## src/rtl/line_burst_arbiter.sv

```systemverilog
// Round-robin arbiter between icache and dcache line requests, converting
// each granted 256-bit line transfer into a BEATS x 64-bit memory burst.
module line_burst_arbiter #(
  parameter int unsigned BEATS = 4
) (
  input  logic                  clk,
  input  logic                  rst,

  input  logic                  i_line_read,
  input  logic [31:0]           i_line_addr,
  output logic [BEATS*64-1:0]   i_line_rdata,
  output logic                  i_line_resp,

  input  logic                  d_line_read,
  input  logic                  d_line_write,
  input  logic [31:0]           d_line_addr,
  input  logic [BEATS*64-1:0]   d_line_wdata,
  output logic [BEATS*64-1:0]   d_line_rdata,
  output logic                  d_line_resp,

  output logic                  mem_read,
  output logic                  mem_write,
  output logic [31:0]           mem_addr,
  output logic [63:0]           mem_wdata,
  input  logic [63:0]           mem_rdata,
  input  logic                  mem_resp
);

  localparam int unsigned BW = (BEATS > 1) ? $clog2(BEATS) : 1;

  typedef enum logic [1:0] {
    IDLE,
    RD,
    WR,
    DONE
  } state_t;

  typedef enum logic {
    GNT_I,
    GNT_D
  } gnt_t;

  state_t              state, state_nxt;
  gnt_t                last_grant, grant_nxt;
  logic [BW-1:0]       beat;
  logic [31:0]         addr_q;
  logic [BEATS-1:0][63:0] line_buf;

  logic                i_req;
  logic                d_req;
  logic                last_beat;
  logic [31:0]         sel_addr;

  assign i_req     = i_line_read;
  assign d_req     = d_line_read | d_line_write;
  assign last_beat = mem_resp && (beat == BW'(BEATS - 1));
  assign sel_addr  = (grant_nxt == GNT_D) ? d_line_addr : i_line_addr;

  // State register
  always_ff @(posedge clk) begin
    if (rst) begin
      state <= IDLE;
    end else begin
      state <= state_nxt;
    end
  end

  // Next-state and arbitration
  always_comb begin
    state_nxt = state;
    grant_nxt = last_grant;
    unique case (state)
      IDLE: begin
        if (i_req && d_req) begin
          grant_nxt = (last_grant == GNT_D) ? GNT_I : GNT_D;
        end else if (i_req) begin
          grant_nxt = GNT_I;
        end else if (d_req) begin
          grant_nxt = GNT_D;
        end
        // a simultaneous dcache read+write resolves to a writeback
        if (i_req || d_req) begin
          state_nxt = (grant_nxt == GNT_D && d_line_write) ? WR : RD;
        end
      end
      RD, WR: begin
        if (last_beat) begin
          state_nxt = DONE;
        end
      end
      DONE: begin
        state_nxt = IDLE;
      end
      default: begin
        state_nxt = IDLE;
      end
    endcase
  end

  // Datapath: grant bookkeeping, address latch, beat counter, line buffer
  always_ff @(posedge clk) begin
    if (rst) begin
      last_grant <= GNT_D;
      beat       <= '0;
      addr_q     <= '0;
      line_buf   <= '0;
    end else begin
      unique case (state)
        IDLE: begin
          if (state_nxt != IDLE) begin
            last_grant <= grant_nxt;
            beat       <= '0;
            addr_q     <= sel_addr & 32'hFFFF_FFE0;
            if (state_nxt == WR) begin
              line_buf <= d_line_wdata;
            end
          end
        end
        RD: begin
          if (mem_resp) begin
            line_buf[beat] <= mem_rdata;
            beat           <= beat + 1'b1;
          end
        end
        WR: begin
          if (mem_resp) begin
            beat <= beat + 1'b1;
          end
        end
        DONE: begin
        end
        default: begin
        end
      endcase
    end
  end

  // Outputs decode directly from registered state, so they are glitch-free
  // and rise the cycle after the grant.
  always_comb begin
    mem_read     = (state == RD);
    mem_write    = (state == WR);
    mem_addr     = addr_q;
    mem_wdata    = line_buf[beat];
    i_line_resp  = (state == DONE) && (last_grant == GNT_I);
    d_line_resp  = (state == DONE) && (last_grant == GNT_D);
    i_line_rdata = line_buf;
    d_line_rdata = line_buf;
  end

endmodule

```

## config.mk

```make
export PLATFORM = sky130hd
export DESIGN_NAME = line_burst_arbiter
export DESIGN_NICKNAME = d
export VERILOG_FILES = /design/src/rtl/line_burst_arbiter.sv
export SDC_FILE = /design/constraint.sdc
export NUM_CORES = 1
export LEC_CHECK = 0
export CAP_MARGIN = 10
export CORE_AREA = 2 2 387 389
export CTS_CLUSTER_DIAMETER = 200
export DETAILED_ROUTE_END_ITERATION = 7
export DIE_AREA = 0 0 389 391
export PLACE_DENSITY = 0.37
export SLEW_MARGIN = 20
export SYNTH_ARGS = -nofsm -noshare
export SYNTH_HDL_FRONTEND = slang
export SYNTH_SLANG_ARGS = --single-unit
```

## constraint.sdc

```tcl
create_clock -name clk -period 8.4 [get_ports clk]
set_input_delay 1.68 -clock clk [delete_from_list [all_inputs] [get_ports clk]]
set_output_delay 1.68 -clock clk [all_outputs]
set_load 0.005 [all_outputs]
```

After elaboration in Yosys (flattened, before gate mapping) --
Index checks and enable logic that the tools add are counted.
Word-level totals: register bits 288, input bits 390, output and inout bits 612
Operators by class: add/subtract/negate cells 1, magnitude comparators 2, equal/unequal tests 9, mux-type cells 23, bitwise gates (word level) 2, reduce and logical (&&, ||, !) cells 15
Operators by type and width (count):
- 2-to-1 mux 256 bit | 3
- one-hot mux 256 bit (2 select lines) | 1
- bitwise mux 256 bit | 1
- binary-select mux 64 bit (select 2 bit) | 1
- demux 64 bit (select 2 bit) | 1
- 2-to-1 mux 64 bit | 2
- 2-to-1 mux 32 bit | 1
- 2-to-1 mux 2 bit | 5
- == test 2 bit (second input constant) | 4
- logical AND 1 bit | 6
- 2-to-1 mux 1 bit | 6
- one-hot mux 2 bit (3 select lines) | 1
- nonzero test 2 bit | 3
- inequality test 2 x 1 -> 1 bit (second input constant) | 2
- inequality test 2 bit (second input constant) | 2
- one-hot mux 2 bit (2 select lines) | 1
- AND reduction 4 bit | 1
- < comparator 2 x 3 -> 1 bit (second input constant) | 1
- AND reduction 3 bit | 1
- adder 2 x 1 -> 2 bit (second input constant) | 1
- == test 2 x 1 -> 1 bit (second input constant) | 1
- greater-or-equal comparator 2 x 1 -> 1 bit (second input constant) | 1
- logical NOT 2 bit | 1
- AND reduction 2 bit | 1
- other kinds (4) | 4

Logic depth before layout (Yosys ltp) --
Gate-level depths: netlist (run 1).
depth in word-level cells 13, depth in mapped cells 10, gate-level depth less buffers 7

Worst setup path before layout (run 1) --
No wires, ideal clock.
path type flip-flop to output port, start register beat[1], end output mem_wdata[30], data arrival time 1969 ps, required time 6720 ps, path slack 4751 ps, stages on the path, launching flop included 4, path buffers 2, path through dfxtp_1 > buf_1 > buf_1 > mux4_2
On the way: longest elaborated chain between the ends 2
Ends and longest elaborated chain:
- start: declaration | line 45 | logic [BW-1:0] beat;
- start signal: assignment | line 122 | beat <= beat + 1'b1;
- start signal: assignment | line 127 | beat <= beat + 1'b1;
- binary-select mux 64 bit (select 2 bit) | line 144 | mem_wdata = line_buf[beat];
- 2-to-1 mux 64 bit (implied by the code) | line 144
- end: declaration | line 24 | output logic [63:0] mem_wdata,
Every way passes these cells. The select of a mux whose other input is x is not followed.

Worst setup path after layout (run 1) --
start register beat[1], end output mem_wdata[55]
The elaborated chain is that of the path after synthesis.

==> results of run 1 <==
[area by class of cell]
cell class              instances  area [um^2]  share of cell area (%)
well taps                    1944         2432                   8.702
clock inverters                13        178.9                  0.6401
inverters                     263        989.7                   3.541
diodes                         10        25.02                 0.08953
multi-input cells            1009         7208                   25.79
repair buffers               1017        10120                   36.21
flip-flops and latches        288         5773                   20.65
clock buffers                  61         1224                   4.378
[final timing paths]
kind,startpoint,endpoint,cells past startpoint
worst max-delay path,beat[1]$_SDFFE_PP0P_,mem_wdata[55],3
worst min-delay path,mem_addr[7]$_SDFFE_PP0P_,mem_addr[7]$_SDFFE_PP0P_,2
worst max register to register,beat[1]$_SDFFE_PP0P_,d_line_rdata[32]$_SDFFE_PP0P_,9
worst min register to register,mem_addr[7]$_SDFFE_PP0P_,mem_addr[7]$_SDFFE_PP0P_,2
[through the flow]
stage	util [%]	cells	hold slack (ns)	setup slack, ns
after floorplan	-	1992	0.4848	4.751
after global placement	17.86	4521	0.4859	3.317
after detailed placement	17.86	4521	0.4917	3.303
after CTS	18.80	4595	0.4979	3.226
after global routing	18.80	4596	0.5103	3.215
final	18.82	4605	0.4960	3.457
[registers in the layout, indices dropped and copies added (netlist names)]
signal / cells
state: 2
beat: 2
mem_addr: 27
d_line_rdata: 256
last_grant: 1
[worst max-delay path, stage by stage (launching register included)]
cell,delay [ns]
dfxtp_4,0.75
buf_4,0.63
mux4_2,0.65
clkdlybuf4s50_1,0.59
[logic make-up (layout without fill, tap and decap cells)]
kind of cell,Yosys count,in the layout,share of synthesized area [%]
buffers and inverters,695,1354,21.87
AO/OA/AOI/OAI,558,558,23.74
AND/OR/NAND/NOR,345,345,8.070
flip-flops,288,288,35.11
multiplexers,91,91,10.42
adder cells (fa/ha/maj),10,10,0.7620
other,1,15,0.02284
[power by group through the flow]
stage	logic [mW]	clock network [mW]	registers, mW
final	2.02	1.88	1.89
after detailed placement	2.05	0	1.93
after global placement	2.05	0	1.92
after CTS	2.06	1.96	1.90
after global routing	2.17	2.00	1.91
after floorplan	0.907	0	1.75
[cell usage in the layout, fill, tap and decap left out, types with 3 or more instances in the layout]
cell / netlist / final
a211oi_1: 27 / 27
a21oi_1: 5 / 4
a221oi_1: 256 / 256
buf_4: 261 / 30
bufinv_16: 0 / 4
clkbuf_1: 135 / 10
clkbuf_16: 0 / 43
clkbuf_8: 0 / 8
clkdlybuf4s50_1: 0 / 985
clkinv_2: 0 / 5
conb_1: 1 / 5
dfxtp_1: 288 / 286
diode_2: 0 / 10
ha_1: 10 / 5
ha_4: 0 / 5
inv_1: 262 / 262
mux2i_1: 27 / 27
mux4_2: 64 / 64
nand2_1: 239 / 239
nand2b_1: 3 / 3
nor2_1: 94 / 94
o21ai_0: 236 / 236
o21ai_4: 0 / 4
o22ai_1: 21 / 21
[layer usage]
metal,up-vias,part of all wire [%]
li1,7994,-
met1,8696,42
met2,696,49
met3,127,5.8
met4,10,2.7
met5,-,0.060
==> out/metrics.cfg, run 1 <==
[global_routing]
busiest_layer=met2
grt_pass1_vias=17770
antenna_found_initial=25
grt_max_degree=141
gr-usage-met2_pct=24.51
grt_pass1_wl_mm=153.0
grt_util_met3_pct=3.099
use_met1_pct=17.84
overflow=0
grt_usage_pct=14.27

[clock_tree]
clock_path_buffers=3
ctsHoldBuffers=0
cts_tree=yes
htreeDepth=2
cts.clk_slew.worst_paths_ns=0.06
cts_setup_buffers=0
ctsResizeCount=0
cts_num_sinks=288
clock_insertion_delay_worst_skew_ns=0.59
numCtsBuffers=42
cts-root-buf=clkbuf_16

[drt]
drt_iter0_markers=1075
viasPerCell=3.805
dr.pass1.iters=5
drt-total-wl_mm=114.1
vias=17520
wl_per_cell_um=24.77
ant_nets=0
drc=0

[power_and_ir_drop]
seqPwrFrac_pct=32.7
p_int_mw=3.801
vdd_drop_max_mv=0.1084
p_per_area_mw_per_mm2=207.1
p_leak_nw=8.913
clockPowerShare_pct=32.5
power_mw=5.787
switching_share_pct=34.32
p_switching_mw=1.987
comb_power_share_pct=34.9

[worst_setup_path]
ff2ff_setup_slack_ns=4.42
critPathRequiredTime_ns=6.72
startpoint_type=flip-flop
worstSetupPathType=flip-flop to output port
arrival_ns=3.26
worstPathMaxFanout=30
end_kind=output port

[place]
dp_hpwl_mm=84.10
place.gp.congestion=0.8355
io_buffers=986
placed_area_mm2=0.02652

[floorplanning]
die_y_um=391
fp.dieArea_mm2=0.1521
core_area_mm2=0.1485
die_w_um=389
start_util_pct=11.05
io_pins=1002
rows=142

[sta]
setup_viol_count_final=0
hold_viol=0
drv_slew=0
timing.final.crit_share_pct=58.85
rsz0062_at_grt=false
fin_setup_tns_ns=0
finalCriticalPeriod_ns=4.943
max_slew.worst_pin.slew_ns=1.238
relSlewSlack_pct=17.45
clock.fmax_ghz=0.2023
clock-skew-final_ns=0.02039

[logic_synthesis]
synth.most_common_cell=dfxtp_1
yosys.area.top_type=dfxtp_1
synth-edff-count=0
synth.top_cell.area_share_pct=35.11
ys_warn_count=0
ys_ff_latch=288
yosysUniqueCellTypes=33
synthArstFlopShare_pct=0
synth_area_mm2=0.01642
synthTopCellsByCount=288 x dfxtp_1, 262 x inv_1, 261 x buf_4
avgSynthCellArea_um2=8.259
synth_area_leaders=dfxtp_1 35%, a221oi_1 14%, buf_4 12%
ys_seq_area_share_pct=35.11
ys.flop_type=dfxtp_1
synthCells=1988

[run]
drv_cap=0

[final_layout]
area_growth_pct=70.23
final_layout_size_suffix_gt1_share_pct=6.639
nFillCells=16640
fin_area_mm2=0.02795
fin_nets=3021

[min_path]
hold_path.class=flip-flop to flip-flop

[status]
outcome=complete, no violations

No activity file was read; power rests on OpenSTA's default activity.
==> run 2, diff against run 1 <==
--- a/config.mk
+++ b/config.mk
@@ -6,11 +6,11 @@
 export NUM_CORES = 1
 export LEC_CHECK = 0
 export CAP_MARGIN = 10
-export CORE_AREA = 2 2 387 389
+export CORE_AREA = 2 2 389 391
 export CTS_CLUSTER_DIAMETER = 200
 export DETAILED_ROUTE_END_ITERATION = 7
-export DIE_AREA = 0 0 389 391
-export PLACE_DENSITY = 0.37
+export DIE_AREA = 0 0 391 393
+export PLACE_DENSITY = 0.38
 export SLEW_MARGIN = 20
 export SYNTH_ARGS = -nofsm -noshare
 export SYNTH_HDL_FRONTEND = slang
==> constraint.sdc (replaced) <==
create_clock -name clk -period 4.2 [get_ports clk]
set_input_delay 0.84 -clock clk [delete_from_list [all_inputs] [get_ports clk]]
set_output_delay 0.84 -clock clk [all_outputs]
set_load 0.005 [all_outputs]
==> run 2 against run 1 <==
Against the previous run: design area increased by 0.70%; clock skew down 0.0050 ns; via count increased by 0.62%; largest power group unchanged; non-clock buffer count increased by 17; critical path depth unchanged; global-route usage increased by 0.15 points; setup slack lost 2.8 ns; core utilization hardly changed.
==> out/metrics.cfg, run 2 (synthesis gave the netlist of run 1 again) <==
[clock_tree]
clock_path_buffers=3  ; unchanged
ctsHoldBuffers=0  ; unchanged
cts_num_sinks=288  ; unchanged
numCtsBuffers=40  ; -4.8%
ctsResizeCount=0  ; unchanged
cts_setup_buffers=0  ; unchanged
cts.clk_slew.worst_paths_ns=0.05  ; about the same
cts_tree=yes
clock_insertion_delay_worst_skew_ns=0.59  ; about the same
cts-root-buf=clkbuf_16
htreeDepth=2  ; unchanged

[place]
pre_cts_slack_ns=0.4367  ; -2.866 ns
dp_hpwl_mm=87.57  ; +4.1%
io_buffers=986  ; unchanged
place.gp.congestion=0.8342  ; -0.16%

[drt]
drt-total-wl_mm=116.4  ; +2.1%
drt_iter0_markers=1152  ; +7.2%
dr.pass1.iters=5  ; unchanged
drc=0  ; unchanged
viasPerCell=3.821  ; +0.42%
wl_per_cell_um=25.23  ; +1.9%
ant_nets=0  ; unchanged
vias=17630  ; +0.62%

[min_path]
hold_path.class=flip-flop to flip-flop

[global_routing]
overflow=0  ; unchanged
grt_max_degree=134  ; -5.0%
grt_pass1_vias=17770  ; +0.028%
grt_usage_pct=14.42  ; +0.15 points
antenna_found_initial=20  ; -20%
grt_pass1_wl_mm=154.7  ; +1.1%

[power_and_ir_drop]
p_per_area_mw_per_mm2=407.7  ; +97%
vdd_drop_max_mv=0.2631  ; +140%
power_mw=11.48  ; +98%
p_leak_nw=9.002  ; +1.0%

[sta]
setup_viol_count_final=0  ; unchanged
clock.fmax_ghz=0.2826
finalCriticalPeriod_ns=3.538
fin_setup_tns_ns=0  ; unchanged
layout_setup_ws_ns=0.6616  ; -2.795 ns
relSlewSlack_pct=36.13  ; +19 points
max_slew.worst_pin.slew_ns=0.9580  ; -0.2803 ns
rsz0062_at_grt=false
hold_viol=0  ; unchanged
timing.final.crit_share_pct=84.25
clock-skew-final_ns=0.01538  ; -0.005018 ns
drv_slew=0  ; unchanged

[final_layout]
mostFrequentLayoutCell=clkdlybuf4s50_1
regArea_mm2=0.005773  ; unchanged
fin_nets=3036  ; +0.50%
largest_register_ffs=256  ; unchanged
nFillCells=16590  ; -0.25%
mostFrequentLayoutCells=985 x clkdlybuf4s50_1, 286 x dfxtp_1, 262 x inv_1
area_growth_pct=71.42
multiInputGateArea_mm2=0.007208  ; unchanged
final_layout_size_suffix_gt1_share_pct=7.172  ; +0.53 points

[status]
outcome=complete, no violations

[worst_setup_path]
critPathRequiredTime_ns=3.36  ; -3.36 ns
end_kind=output port
worstSetupPathType=flip-flop to output port
arrival_ns=2.70  ; -0.56 ns
startpoint_type=flip-flop
worstPathMaxFanout=27  ; -10%

[floorplanning]
rows=142  ; unchanged
core_area_mm2=0.1492  ; +0.48%
start_util_pct=11.00  ; -0.053 points
die_w_um=391  ; +0.51%
die_y_um=393  ; +0.51%
fp.dieArea_mm2=0.1537  ; +1.0%
io_pins=1002  ; unchanged

[run]
drv_cap=0  ; unchanged

run 2: final cells by class:
class	count	share of cell area, %
flip-flops and latches	288	20.51
diodes	7	0.06223
repair buffers	1034	36.98
clock buffers	59	4.276
inverters	263	3.516
multi-input cells	1009	25.61
clock inverters	10	0.4001
well taps	1944	8.642
run 2: metal layers:
layer  share of wire [%]  up-vias  global-route usage, %  wire length (um)
met2                  49      726                  24.54             57010
met5               0.024        -                      0                28
met3                 5.8       95                  2.884              6778
li1                    -     8013                      -                 -
met4                 1.7        4                  3.082              2012
met1                  43     8793                  18.72             50570
run 2: worst max-delay path: stages, from the launching register on:
cell and delay [ns]:
dfxtp_4 0.48, buf_12 0.26, mux4_2 0.56, clkdlybuf4s50_1 0.70
run 2: final timing paths:
kind	from	endpoint	slack, ns	depth (start not counted)
worst min-delay path	mem_addr[17]$_SDFFE_PP0P_	mem_addr[17]$_SDFFE_PP0P_	0.50	2
worst min register to register	mem_addr[17]$_SDFFE_PP0P_	mem_addr[17]$_SDFFE_PP0P_	0.50	2
worst max register to register	state[0]$_SDFF_PP0_	d_line_rdata[245]$_SDFFE_PP0P_	0.98	9
worst max-delay path	beat[1]$_SDFFE_PP0P_	mem_wdata[25]	0.66	3
run 2: power by group:
part | switching, mW | leakage [nW] | internal, mW
Clock | 1.46 | 0.646 | 2.10
Sequential | 0.630 | 2.35 | 3.13
Combinational | 1.89 | 6.00 | 2.27
Total | 3.98 | 9.00 | 7.49
run 2: per-stage QoR:
stage | cell area [um^2] | util, % | hold slack (ns) | std cells
floorplan | 16430 | - | 0.4848 | 1992
global placement | 26810 | 17.97 | 0.4872 | 4538
detailed placement | 26810 | 17.97 | 0.4892 | 4538
CTS | 28130 | 18.85 | 0.4966 | 4607
global route | 28130 | 18.85 | 0.5123 | 4609
finish | 28150 | 18.86 | 0.4951 | 4614
==> run 3, diff against run 2 <==
--- a/config.mk
+++ b/config.mk
@@ -6,11 +6,11 @@
 export NUM_CORES = 1
 export LEC_CHECK = 0
 export CAP_MARGIN = 10
-export CORE_AREA = 2 2 389 391
+export CORE_AREA = 2 2 390 392
 export CTS_CLUSTER_DIAMETER = 200
 export DETAILED_ROUTE_END_ITERATION = 7
-export DIE_AREA = 0 0 391 393
-export PLACE_DENSITY = 0.38
+export DIE_AREA = 0 0 392 394
+export PLACE_DENSITY = 0.37
 export SLEW_MARGIN = 20
 export SYNTH_ARGS = -nofsm -noshare
 export SYNTH_HDL_FRONTEND = slang
==> constraint.sdc (replaced) <==
create_clock -name clk -period 3.4 [get_ports clk]
set_input_delay 0.68 -clock clk [delete_from_list [all_inputs] [get_ports clk]]
set_output_delay 0.68 -clock clk [all_outputs]
set_load 0.005 [all_outputs]
==> run 3 against run 2 <==
Against the previous run: non-clock buffer count rose by 18; register-to-register slack got worse by 0.56 ns; critical path type unchanged; wire length up 0.76%; cell count is 2.6% higher.
==> out/metrics.cfg, run 3 (synthesis gave the netlist of run 1 again) <==
[drt]
viasPerCell=3.724  ; -2.5%
drt-total-wl_mm=117.3  ; +0.76%
wl_per_cell_um=24.77  ; -1.8%
vias=17630  ; +0.0057%
ant_nets=0  ; unchanged
dr.pass1.iters=5  ; unchanged
drc=0  ; unchanged
drt_iter0_markers=1227  ; +6.5%

[worst_setup_path]
critPathSlowestCell=clkdlybuf4s50_1
end_kind=output port
arrival_ns=2.61  ; -0.09 ns
ff2ff_setup_slack_ns=0.42  ; -0.56 ns
worstPathMaxFanout=41  ; +52%
path_delay_family=buffers and inverters
worstSetupPathType=flip-flop to output port
worst-path-buf-inv=2  ; unchanged
path_cells=buf_12 -> mux4_2 -> clkdlybuf4s50_1
critPathRequiredTime_ns=2.72  ; -0.64 ns
crit_path_max_incr_delay_ns=0.62  ; -0.08 ns
startpoint_type=flip-flop

[final_layout]
mostFrequentLayoutCell=clkdlybuf4s50_1
fin_nets=3056  ; +0.66%
multiInputGateArea_mm2=0.007208  ; unchanged
stdcell_count=4735  ; +2.6%
nFillCells=16960  ; +2.2%
final_layout_size_suffix_gt1_share_pct=7.955  ; +0.78 points
largest_register_ffs=256  ; unchanged
regArea_mm2=0.005773  ; unchanged
mostFrequentLayoutCells=985 x clkdlybuf4s50_1, 286 x dfxtp_1, 262 x inv_1
fin_area_mm2=0.02869  ; +1.9%
area_growth_pct=74.73

[clock_tree]
ctsResizeCount=0  ; unchanged
htreeDepth=2  ; unchanged
cts_setup_buffers=0  ; unchanged
cts_num_sinks=288  ; unchanged
numCtsBuffers=42  ; +5.0%
cts_tree=yes
ctsHoldBuffers=0  ; unchanged
cts-root-buf=clkbuf_16
clock_insertion_delay_worst_skew_ns=0.60  ; about the same
clock_path_buffers=3  ; unchanged
cts.clk_slew.worst_paths_ns=0.06  ; about the same

[floorplanning]
die_w_um=392  ; +0.26%
fp.dieArea_mm2=0.1544  ; +0.51%
start_util_pct=10.90  ; -0.10 points
die_y_um=394  ; +0.25%
core_area_mm2=0.1507  ; +0.94%
io_pins=1002  ; unchanged
rows=143  ; +0.70%

[sta]
clock.fmax_ghz=0.3043
timing.final.crit_share_pct=96.67
rsz0062_at_grt=false
drv_slew=0  ; unchanged
fin_setup_tns_ns=0  ; unchanged
relSlewSlack_pct=34.07  ; -2.1 points
max_slew.worst_pin.slew_ns=0.9890  ; +0.03101 ns
setup_viol_count_final=0  ; unchanged
clock-skew-final_ns=0.02213  ; +0.006753 ns
layout_setup_ws_ns=0.1134  ; -0.5482 ns
hold_viol=0  ; unchanged
finalCriticalPeriod_ns=3.287

[power_and_ir_drop]
vdd_drop_max_mv=0.2817  ; +7.1%
p_leak_nw=9.221  ; +2.4%
power_mw=14.69  ; +28%
p_per_area_mw_per_mm2=512.2  ; +26%

[global_routing]
grt_pass1_wl_mm=157.2  ; +1.6%
grt_usage_pct=14.65  ; +0.23 points
antenna_found_initial=29  ; +45%
grt_pass1_vias=18020  ; +1.4%
overflow=0  ; unchanged
grt_max_degree=133  ; -0.75%

[place]
placed_area_mm2=0.02717  ; +1.3%
io_buffers=986  ; unchanged
dp_hpwl_mm=87.87  ; +0.35%
place.gp.congestion=0.8159  ; -2.2%
dp.cells=4642  ; +2.3%
pre_cts_slack_ns=0.1410  ; -0.2956 ns

[status]
outcome=complete, no violations

[min_path]
hold_path.class=flip-flop to flip-flop

[run]
drv_cap=0  ; unchanged

==> run 3: metal layers <==
metal  global-route usage (%)  wire length, um  vias to the layer above
li1                         -                -                     8072
met1                    18.61            50100                     8684
met2                    24.58            57110                      761
met3                    3.095             7423                      107
met4                    4.540             2605                        8
met5                        0               53                        -
==> run 3: path summary, 6_finish.rpt <==
kind / from / endpoint / depth (start not counted)
worst max register to register: state[0]$_SDFF_PP0_ / d_line_rdata[26]$_SDFFE_PP0P_ / 8
worst min register to register: mem_addr[16]$_SDFFE_PP0P_ / mem_addr[16]$_SDFFE_PP0P_ / 2
worst min-delay path: mem_addr[16]$_SDFFE_PP0P_ / mem_addr[16]$_SDFFE_PP0P_ / 2
worst max-delay path: beat[1]$_SDFFE_PP0P_ / mem_wdata[52] / 3
==> run 3: final cells by class <==
| type | instances | share of cell area (%) |
|---|---|---|
| well taps | 2030 | 8.853 |
| inverters | 263 | 3.450 |
| clock inverters | 8 | 0.4317 |
| diodes | 15 | 0.1308 |
| flip-flops and latches | 288 | 20.12 |
| repair buffers | 1052 | 37.15 |
| multi-input cells | 1009 | 25.12 |
| clock buffers | 70 | 4.741 |
==> run 3: report_power, final <==
group          leakage [nW]  internal [mW]  total [mW]  switching (mW)
logic                  6.14           2.87        5.26            2.39
clock network         0.723           2.94        4.82            1.87
registers              2.35           3.86        4.62           0.760
total                  9.22           9.68        14.7            5.02
==> run 3: metrics by stage <==
stage          hold WS [ns]  utilization [%]
2_1_floorplan        0.4848                -
3_3_place_gp         0.4855            18.03
3_5_place_dp         0.4898            18.03
4_1_cts              0.4978            19.02
5_1_grt              0.5224            19.04
6_report             0.4955            19.04
==> run 3: worst min-delay path: stages, from the launching register on <==
cell and delay, ns:
dfxtp_1 0.30, nor2_1 0.09, a211oi_1 0.05
